[config.mk]
export PLATFORM = sky130hd
export DESIGN_NAME = regfile_sb
export DESIGN_NICKNAME = d
export VERILOG_FILES = /design/src/rtl/regfile_sb.sv
export SDC_FILE = /design/constraint.sdc
export NUM_CORES = 2
export LEC_CHECK = 0
export ABC_AREA = 1
export BUFFER_PORTS_ARGS = -buffer_cell sky130_fd_sc_hd__buf_4
export CORE_UTILIZATION = 31
export DETAILED_ROUTE_END_ITERATION = 12
export PLACE_DENSITY_LB_ADDON = 0.05
export SLEW_MARGIN = 30
export SYNTH_ARGS = -nofsm -noshare
export SYNTH_HDL_FRONTEND = slang
export SYNTH_SLANG_ARGS = --single-unit
[constraint.sdc]
create_clock -name clk -period 9.9 [get_ports clk]
set_input_delay 1.98 -clock clk [delete_from_list [all_inputs] [get_ports clk]]
set_output_delay 1.98 -clock clk [all_outputs]
set_load 0.05 [all_outputs]
[src/rtl/regfile_sb.sv]
// Multi-port register file with same-cycle write-back bypass and a per-register
// pending-write scoreboard whose busy flags feed the decode-stage stall logic.
module regfile_sb #(
    parameter int DATA_W = 32,
    parameter int ADDR_W = 5,
    parameter int NUM_RD = 2
) (
    input  logic                       clk,
    input  logic                       rst_,
    input  logic [NUM_RD-1:0]          re,
    input  logic [NUM_RD*ADDR_W-1:0]   raddr,
    output logic [NUM_RD*DATA_W-1:0]   rdata,
    output logic [NUM_RD-1:0]          rbusy,
    input  logic                       we,
    input  logic [ADDR_W-1:0]          waddr,
    input  logic [DATA_W-1:0]          wdata,
    input  logic                       iss_vld,
    input  logic [ADDR_W-1:0]          iss_addr,
    input  logic                       flush,
    output logic [ADDR_W:0]            pend_cnt
);

    localparam int DEPTH = 1 << ADDR_W;

    logic [DATA_W-1:0] mem [DEPTH];
    logic [DEPTH-1:0]  pending;
    logic [DEPTH-1:0]  pending_nxt;

    function automatic logic [ADDR_W:0] popcount(input logic [DEPTH-1:0] v);
        logic [ADDR_W:0] cnt;
        cnt = '0;
        for (int i = 0; i < DEPTH; i++) begin
            cnt = cnt + (ADDR_W+1)'(v[i]);
        end
        return cnt;
    endfunction

    // Storage: entry 0 is never written, so it stays zero from reset onward.
    always_ff @(posedge clk or negedge rst_) begin
        if (!rst_) begin
            for (int i = 0; i < DEPTH; i++) begin
                mem[i] <= '0;
            end
        end else if (we && waddr != '0) begin
            mem[waddr] <= wdata;
        end
    end

    // Scoreboard next state: flush beats issue, issue beats write-back clear.
    always_comb begin
        pending_nxt = pending;
        pending_nxt[0] = 1'b0;
        for (int r = 1; r < DEPTH; r++) begin
            if (flush) begin
                pending_nxt[r] = 1'b0;
            end else if (iss_vld && iss_addr == ADDR_W'(r)) begin
                pending_nxt[r] = 1'b1;
            end else if (we && waddr == ADDR_W'(r)) begin
                pending_nxt[r] = 1'b0;
            end
        end
    end

    // Count is registered alongside the pending bits so both move together.
    always_ff @(posedge clk or negedge rst_) begin
        if (!rst_) begin
            pending  <= '0;
            pend_cnt <= '0;
        end else begin
            pending  <= pending_nxt;
            pend_cnt <= popcount(pending_nxt);
        end
    end

    // Read ports: a matching write-back supplies the data and clears the hazard.
    always_comb begin
        rdata = '0;
        rbusy = '0;
        for (int i = 0; i < NUM_RD; i++) begin
            logic [ADDR_W-1:0] a;
            logic              hit;
            a   = raddr[i*ADDR_W +: ADDR_W];
            hit = we && (waddr == a);
            if (rst_ && re[i] && a != '0) begin
                rdata[i*DATA_W +: DATA_W] = hit ? wdata : mem[a];
                rbusy[i]                  = pending[a] && !hit;
            end
        end
    end

endmodule
== After elaboration in Yosys (flattened, before gate mapping) ==
Index checks and enable logic that the tools add are counted.

* Order comparisons: 6
* Reduce and logical (&&, ||, !) cells: 77
* Add/subtract/negate cells: 30
* Eq/ne operators: 64
* Mux-type cells: 112
* Bitwise operators: 3

{| class="wikitable"
|+ Operators with widths
! kind !! count
|-
| bitwise mux 1024 bit || 1
|-
| binary-select mux 32 bit (select 5 bit) || 2
|-
| 2-to-1 mux 32 bit || 9
|-
| demux 32 bit (select 5 bit) || 1
|-
| equality test 5 bit (second input constant) || 32
|-
| adder 6 x 1 -> 6 bit || 25
|-
| 2-to-1 mux 1 bit || 97
|-
| equality test 5 x 4 -> 1 bit (second input constant) || 16
|-
| logical AND 1 bit || 72
|-
| equality test 5 x 3 -> 1 bit (second input constant) || 8
|-
| equality test 5 x 2 -> 1 bit (second input constant) || 4
|-
| greater-or-equal comparator 6 bit (second input constant) || 3
|-
| inverter 5 -> 6 bit || 3
|-
| nonzero test 5 bit || 3
|-
| less-than comparator 5 x 6 -> 1 bit (second input constant) || 2
|-
| binary-select mux 1 bit (select 5 bit) || 2
|-
| equality test 5 x 1 -> 1 bit (second input constant) || 2
|-
| equality test 5 bit || 2
|-
| adder 5 x 1 -> 6 bit || 1
|-
| less-than comparator 6 x 1 -> 1 bit (second input constant) || 1
|-
| adder 4 x 1 -> 5 bit || 1
|-
| adder 3 x 1 -> 4 bit || 1
|-
| adder 2 x 1 -> 3 bit || 1
|-
| adder 1 x 1 -> 2 bit || 1
|-
| zero test 1 bit || 2
|}

* Logic and storage cells: 326
* Bits of input ports: 59
* Flip-flop bits (word level): 1,061
* Output and inout bits: 72

== Depth between registers and ports, before layout ==
* Depth after elaboration: 35
* Depth in mapped cells: 25
* Gate-level depth less buffers: 24

== Worst setup path after synthesis ==
Ideal clock, no wire load.

* Path kind: input-to-reg
* Start point: input port waddr[2]
* End point: register pend_cnt[4]
* Data required time: 9,779 ps
* Buffers on the path: 2
* Setup time: 121 ps
* Arrival: 6,896 ps
* Stages: 20
* Path slack: 2,883 ps
* Path through: buf_2 -> inv_2 -> nor3_1 -> nand2_1 -> buf_2 -> nand2_1 -> a21oi_1 -> fa_1 -> inv_1 -> fa_1 -> fa_1 -> fa_1 -> fa_1 -> inv_1 -> fa_1 -> fa_1 -> inv_1 -> fa_1 -> o21a_1 -> xor2_1

* Elaborated cells on any way between the ends: 185
* Those cells by class: add/sub: 30; eq/ne: 31; mux: 93; reduce/logical: 31

{| class="wikitable"
|+ RTL lines
! what !! line !! source
|-
| from (decl) || 15 || <nowiki>input logic [ADDR_W-1:0] waddr,</nowiki>
|-
| equality test 5 x 4 -> 1 bit || 58 || <nowiki>end else if (we && waddr == ADDR_W'(r)) begin</nowiki>
|-
| logical AND 1 bit || 58 ||
|-
| 2-to-1 mux 1 bit || 58 ||
|-
| 2-to-1 mux 1 bit || 56 || <nowiki>end else if (iss_vld && iss_addr == ADDR_W'(r)) begin</nowiki>
|-
| 2-to-1 mux 1 bit || 54 || <nowiki>if (flush) begin</nowiki>
|-
| via pending_nxt[14] || 27 || <nowiki>logic [DEPTH-1:0] pending_nxt;</nowiki>
|-
| adder 6 x 1 -> 6 bit (18 in series) || 33 || <nowiki>cnt = cnt + (ADDR_W+1)'(v[i]);</nowiki>
|-
| to (signal assigned) || 71 || <nowiki>pend_cnt <= popcount(pending_nxt);</nowiki>
|-
| to (decl) || 20 || <nowiki>output logic [ADDR_W:0] pend_cnt</nowiki>
|}

The timed path passes the listed nets, and every way through them passes these cells.
A chain may end at the register's enable or synchronous reset.

== Final worst setup path ==
* Start point: input port raddr[0]
* End point: output port rdata[9]

* Cells in the longest elaborated chain, start to end: 6
* Elaborated cells on any way between the ends: 10
* Those cells by class: eq/ne: 1; mux: 5; bitwise: 1; reduce/logical: 3

{| class="wikitable"
|+ Ends and longest elaborated chain
! what !! line !! source
|-
| from (decl) || 11 || <nowiki>input logic [NUM_RD*ADDR_W-1:0] raddr,</nowiki>
|-
| inverter 5 -> 6 bit (not written as such) || 85 || <nowiki>rdata[i*DATA_W +: DATA_W] = hit ? wdata : mem[a];</nowiki>
|-
| binary-select mux 32 bit (select 5 bit) || 85 ||
|-
| 2-to-1 mux 32 bit (not written as such) (2 in series) || 85 ||
|-
| 2-to-1 mux 32 bit || 85 ||
|-
| 2-to-1 mux 32 bit * || 84 || <nowiki>if (rst_ && re[i] && a != '0) begin</nowiki>
|-
| to (decl) || 12 || <nowiki>output logic [NUM_RD*DATA_W-1:0] rdata,</nowiki>
|}

Every way passes the cells marked *; elsewhere a longest branch is shown, timed or not. The select of a mux whose other input is x is not followed.

==> key figures <==
Timing
  – Tightest Pin Transition: between 1 and 1.5 ns
  – Fin crit share: roughly four fifths
  – Unrepaired setup endpoints after global routing: false
  – Worst Setup Slack, final: about 2.1 ns
  – Slew Viols, Final: 0
  – Rel. slew slack: a little over a fifth
  – Final setup fails: 0
  – Hold violation total from the final report: 0
  – Minimum clock period after layout: between 7 and 8 ns
  – Max Clk Rate: approximately 130 MHz
  – Hold_ws: 0.3948 ns
  – Skew final: 0.02119 ns
  – TNS Setup: 0 ns

Synthesis
  – Mapped cell area: between 0.05 and 0.06 mm²
  – Area leader, netlist: dfrtp_1
  – Synth area leaders: dfrtp_1, nand2_1, o21ai_0
  – Synth Warn #: 0
  – Top_reg_cell synth: dfrtp_1
  – Sequential-to-total area share from yosys stat: a little under half
  – Number of flops mapped to enable cells by yosys: 0
  – FFs w/ async S/R, synth: 100.0%
  – Synth Instances: ~8100
  – Synth top area share: 45.14%
  – Top-count cell post-synth: nand2_1
  – Synthesized Nets: between 8000 and 9000
  – Netlist cell types: 37
  – Synthesis-stage register bit count: 1061
  – Syn avg cell area: 7.229 µm²
  – Synth top cells by count: nand2_1, o21ai_0, dfrtp_1

Setup path
  – R2R setup slack: roughly 4.8 ns
  – CP Launch Type: input pin
  – CP Max Fanout: 100
  – Crit Path Category: input pin to output pin
  – Kind of end point of the critical path: output pin
  – Critical Path, Cell by Cell: buf_8, buf_4, buf_4, nand2_1, nand3_1, nand2_1, a21oi_1, nand2_1, nand3_1, nand2_1, a21oi_1, buf_4
  – Crit path buffers/inverters: 4
  – CP arrival: between 5 and 6 ns
  – CP Data Required Time: 7.92 ns
  – CP peak stage delay: 0.77 ns
  – Crit path max-delay family: buffers and inverters
  – Slowest cell on crit path: buf_4
  – Crit-path most repeated cell: nand2_1

Global route
  – Grt ovf: 0
  – Pin count of the biggest net entering global routing: between 150 and 200
  – Initial antenna violation count: 14
  – Vias in the first global route: around 55000
  – All-Layer GR Usage: 30.59%
  – First-pass GRT wire length: ~420 mm

Routing
  – DRT Pass-1 Iters: 11
  – Drt drc: 2
  – Routed via count: just under 60000
  – Metal2 WL: roughly 140 mm
  – Initial drt markers: ~6500
  – Met3 Wirelength: about 18 mm
  – Final ANT Viol Nets: 0
  – Per-cell routed wire length: between 20 and 30 µm
  – Final wirelength: approximately 300 mm
  – Top Layer Used: met5
  – Met1 wire length: about 130 mm
  – Via-to-Cell Ratio: approximately 5.6

Layout
  – Total Nets Final: 7887
  – Area grow syn2layout: 12.42%
  – Non-filler cells, final: about 10000
  – Fin area: ~0.066 mm²
  – Share of layout cells above drive strength 1: 7.282%

Clock network
  – Clock slew at reported path FFs: approximately 0.060 ns
  – CTS buffer count: roughly 140
  – Hold_buf cts: 0
  – Clock Sinks: between 1000 and 1500
  – Resized Gates After CTS: 0
  – Clk Latency, worst-skew pair: just over 0.8 ns
  – H-tree depth: 4
  – CTS tree: built
  – Worst-case clock buffer depth: 3
  – Post-CTS Setup Inserts: 0
  – Clk root buf: clkbuf_16

Floorplan
  – Top Ports: approximately 130
  – Site row count: between 150 and 200
  – Initial Util: a little under a third
  – Die Ht: roughly 440 µm
  – Die ar.: 0.1915 mm²
  – Die outline width: approximately 440 µm
  – Core box area: 0.1882 mm²

Place
  – IO Port Bufs: 130
  – Area after DPL: slightly above 0.06 mm²
  – Post-placement setup slack: 2.015 ns
  – Placed cell count: between 10000 and 15000
  – DP HPWL: ~170 mm
  – Placer Congestion: between 0.8 and 0.9

Power and ir drop
  – Pwr/cell area: 203.2 mW/mm²
  – Max VDD drop: between 0.0001 and 0.00015 V
  – P_leak: just under 30 nW

Worst hold path
  – Hold Path Class: flop to flop

Run status
  – Status: finished with violations
  – Failing checks: DRC

Run
  – Max cap viols: 0
## final cells by class
class                      instances  area [µm²]
tap                             2495        3122
sequential                      1061       26550
clock inverter                    31       269.0
antenna                           11       27.53
fill                           20170      122100
multi-input combinational       5887       27620
timing repair buffer             271        2461
inverter                         438        1682
clock buffer                     222        4389
## sequential cells by signal (all words and copies together), names as in the netlist
signal    count
pending      31
mem        1024
pend_cnt      6
## routing by layer
layer / global-route usage (%) / vias up
met5: 0 / -
met4: 12.06 / 2
met3: 3.992 / 480
met2: 49.45 / 2286
met1: 41.30 / 28830
li1: - / 26320
## final timing paths
kind / startpoint / to / depth (start not counted)
min reg2reg: mem[1001] / mem[1001] / 0
min: mem[1001] / mem[1001] / 0
min in group asynchronous: rst_ / mem[998] / 1
max: raddr[0] / rdata[9] / 12
max reg2reg: pending[22] / pend_cnt[4] / 15
max in group asynchronous: rst_ / mem[475] / 5
## where the power goes
group          switching [mW]  internal (mW)
logic                    1.67          0.789
registers               0.574           5.14
clock network            2.15           3.11
total                    4.40           9.04
## cells by family (layout without fill, tap and decap cells)
| group | count (synthesis) | count (layout) | synth area share [%] |
|---|---|---|---|
| and+or+nand+nor | 3505 | 3505 | 24.32 |
| AOI/OAI and AO/OA | 2348 | 2348 | 21.30 |
| buffers and inverters | 1189 | 962 | 8.251 |
| DFF | 1061 | 1061 | 45.14 |
| adders and majority gates | 30 | 30 | 0.9317 |
| xor gates and xnor gates | 4 | 4 | 0.05957 |
| other | 0 | 11 | 0 |
## placed cells by master (no fill, tap or decap), types with 3 or more instances in the layout
cell type | Yosys | routed
nor3_1 | 9 | 8
nand2_1 | 2406 | 2385
clkinv_1 | 1 | 4
diode_2 | 0 | 11
nor3_2 | 2 | 3
nor2_4 | 8 | 14
a31oi_1 | 7 | 7
buf_6 | 3 | 14
nor2_2 | 3 | 3
nand3b_1 | 19 | 19
nand4_1 | 59 | 59
inv_2 | 24 | 25
buf_4 | 12 | 230
clkinv_2 | 1 | 21
clkbuf_16 | 0 | 146
o211a_1 | 6 | 6
clkbuf_8 | 0 | 46
inv_8 | 0 | 3
o21ai_0 | 1318 | 1317
ha_1 | 7 | 7
inv_1 | 412 | 401
o211ai_1 | 283 | 283
nand3_1 | 622 | 622
bufinv_16 | 0 | 3
nor2_1 | 369 | 363
nand2_4 | 0 | 20
clkbuf_1 | 411 | 31
buf_12 | 0 | 12
inv_6 | 0 | 8
buf_8 | 0 | 5
xor2_1 | 3 | 3
o21ai_1 | 66 | 67
a21oi_1 | 655 | 654
fa_1 | 23 | 23
or2_2 | 3 | 3
a22oi_1 | 11 | 11
buf_16 | 0 | 9
dfrtp_1 | 1061 | 1061
## stage by stage
stage                     utilization (%)  total power, mW
after floorplan                         -            7.233
after global placement              32.48            8.176
after detailed placement            32.56            8.213
after CTS                           35.03            13.51
after global routing                35.13            14.10
final                               35.14            13.43
(Power assumes the default switching activity.)
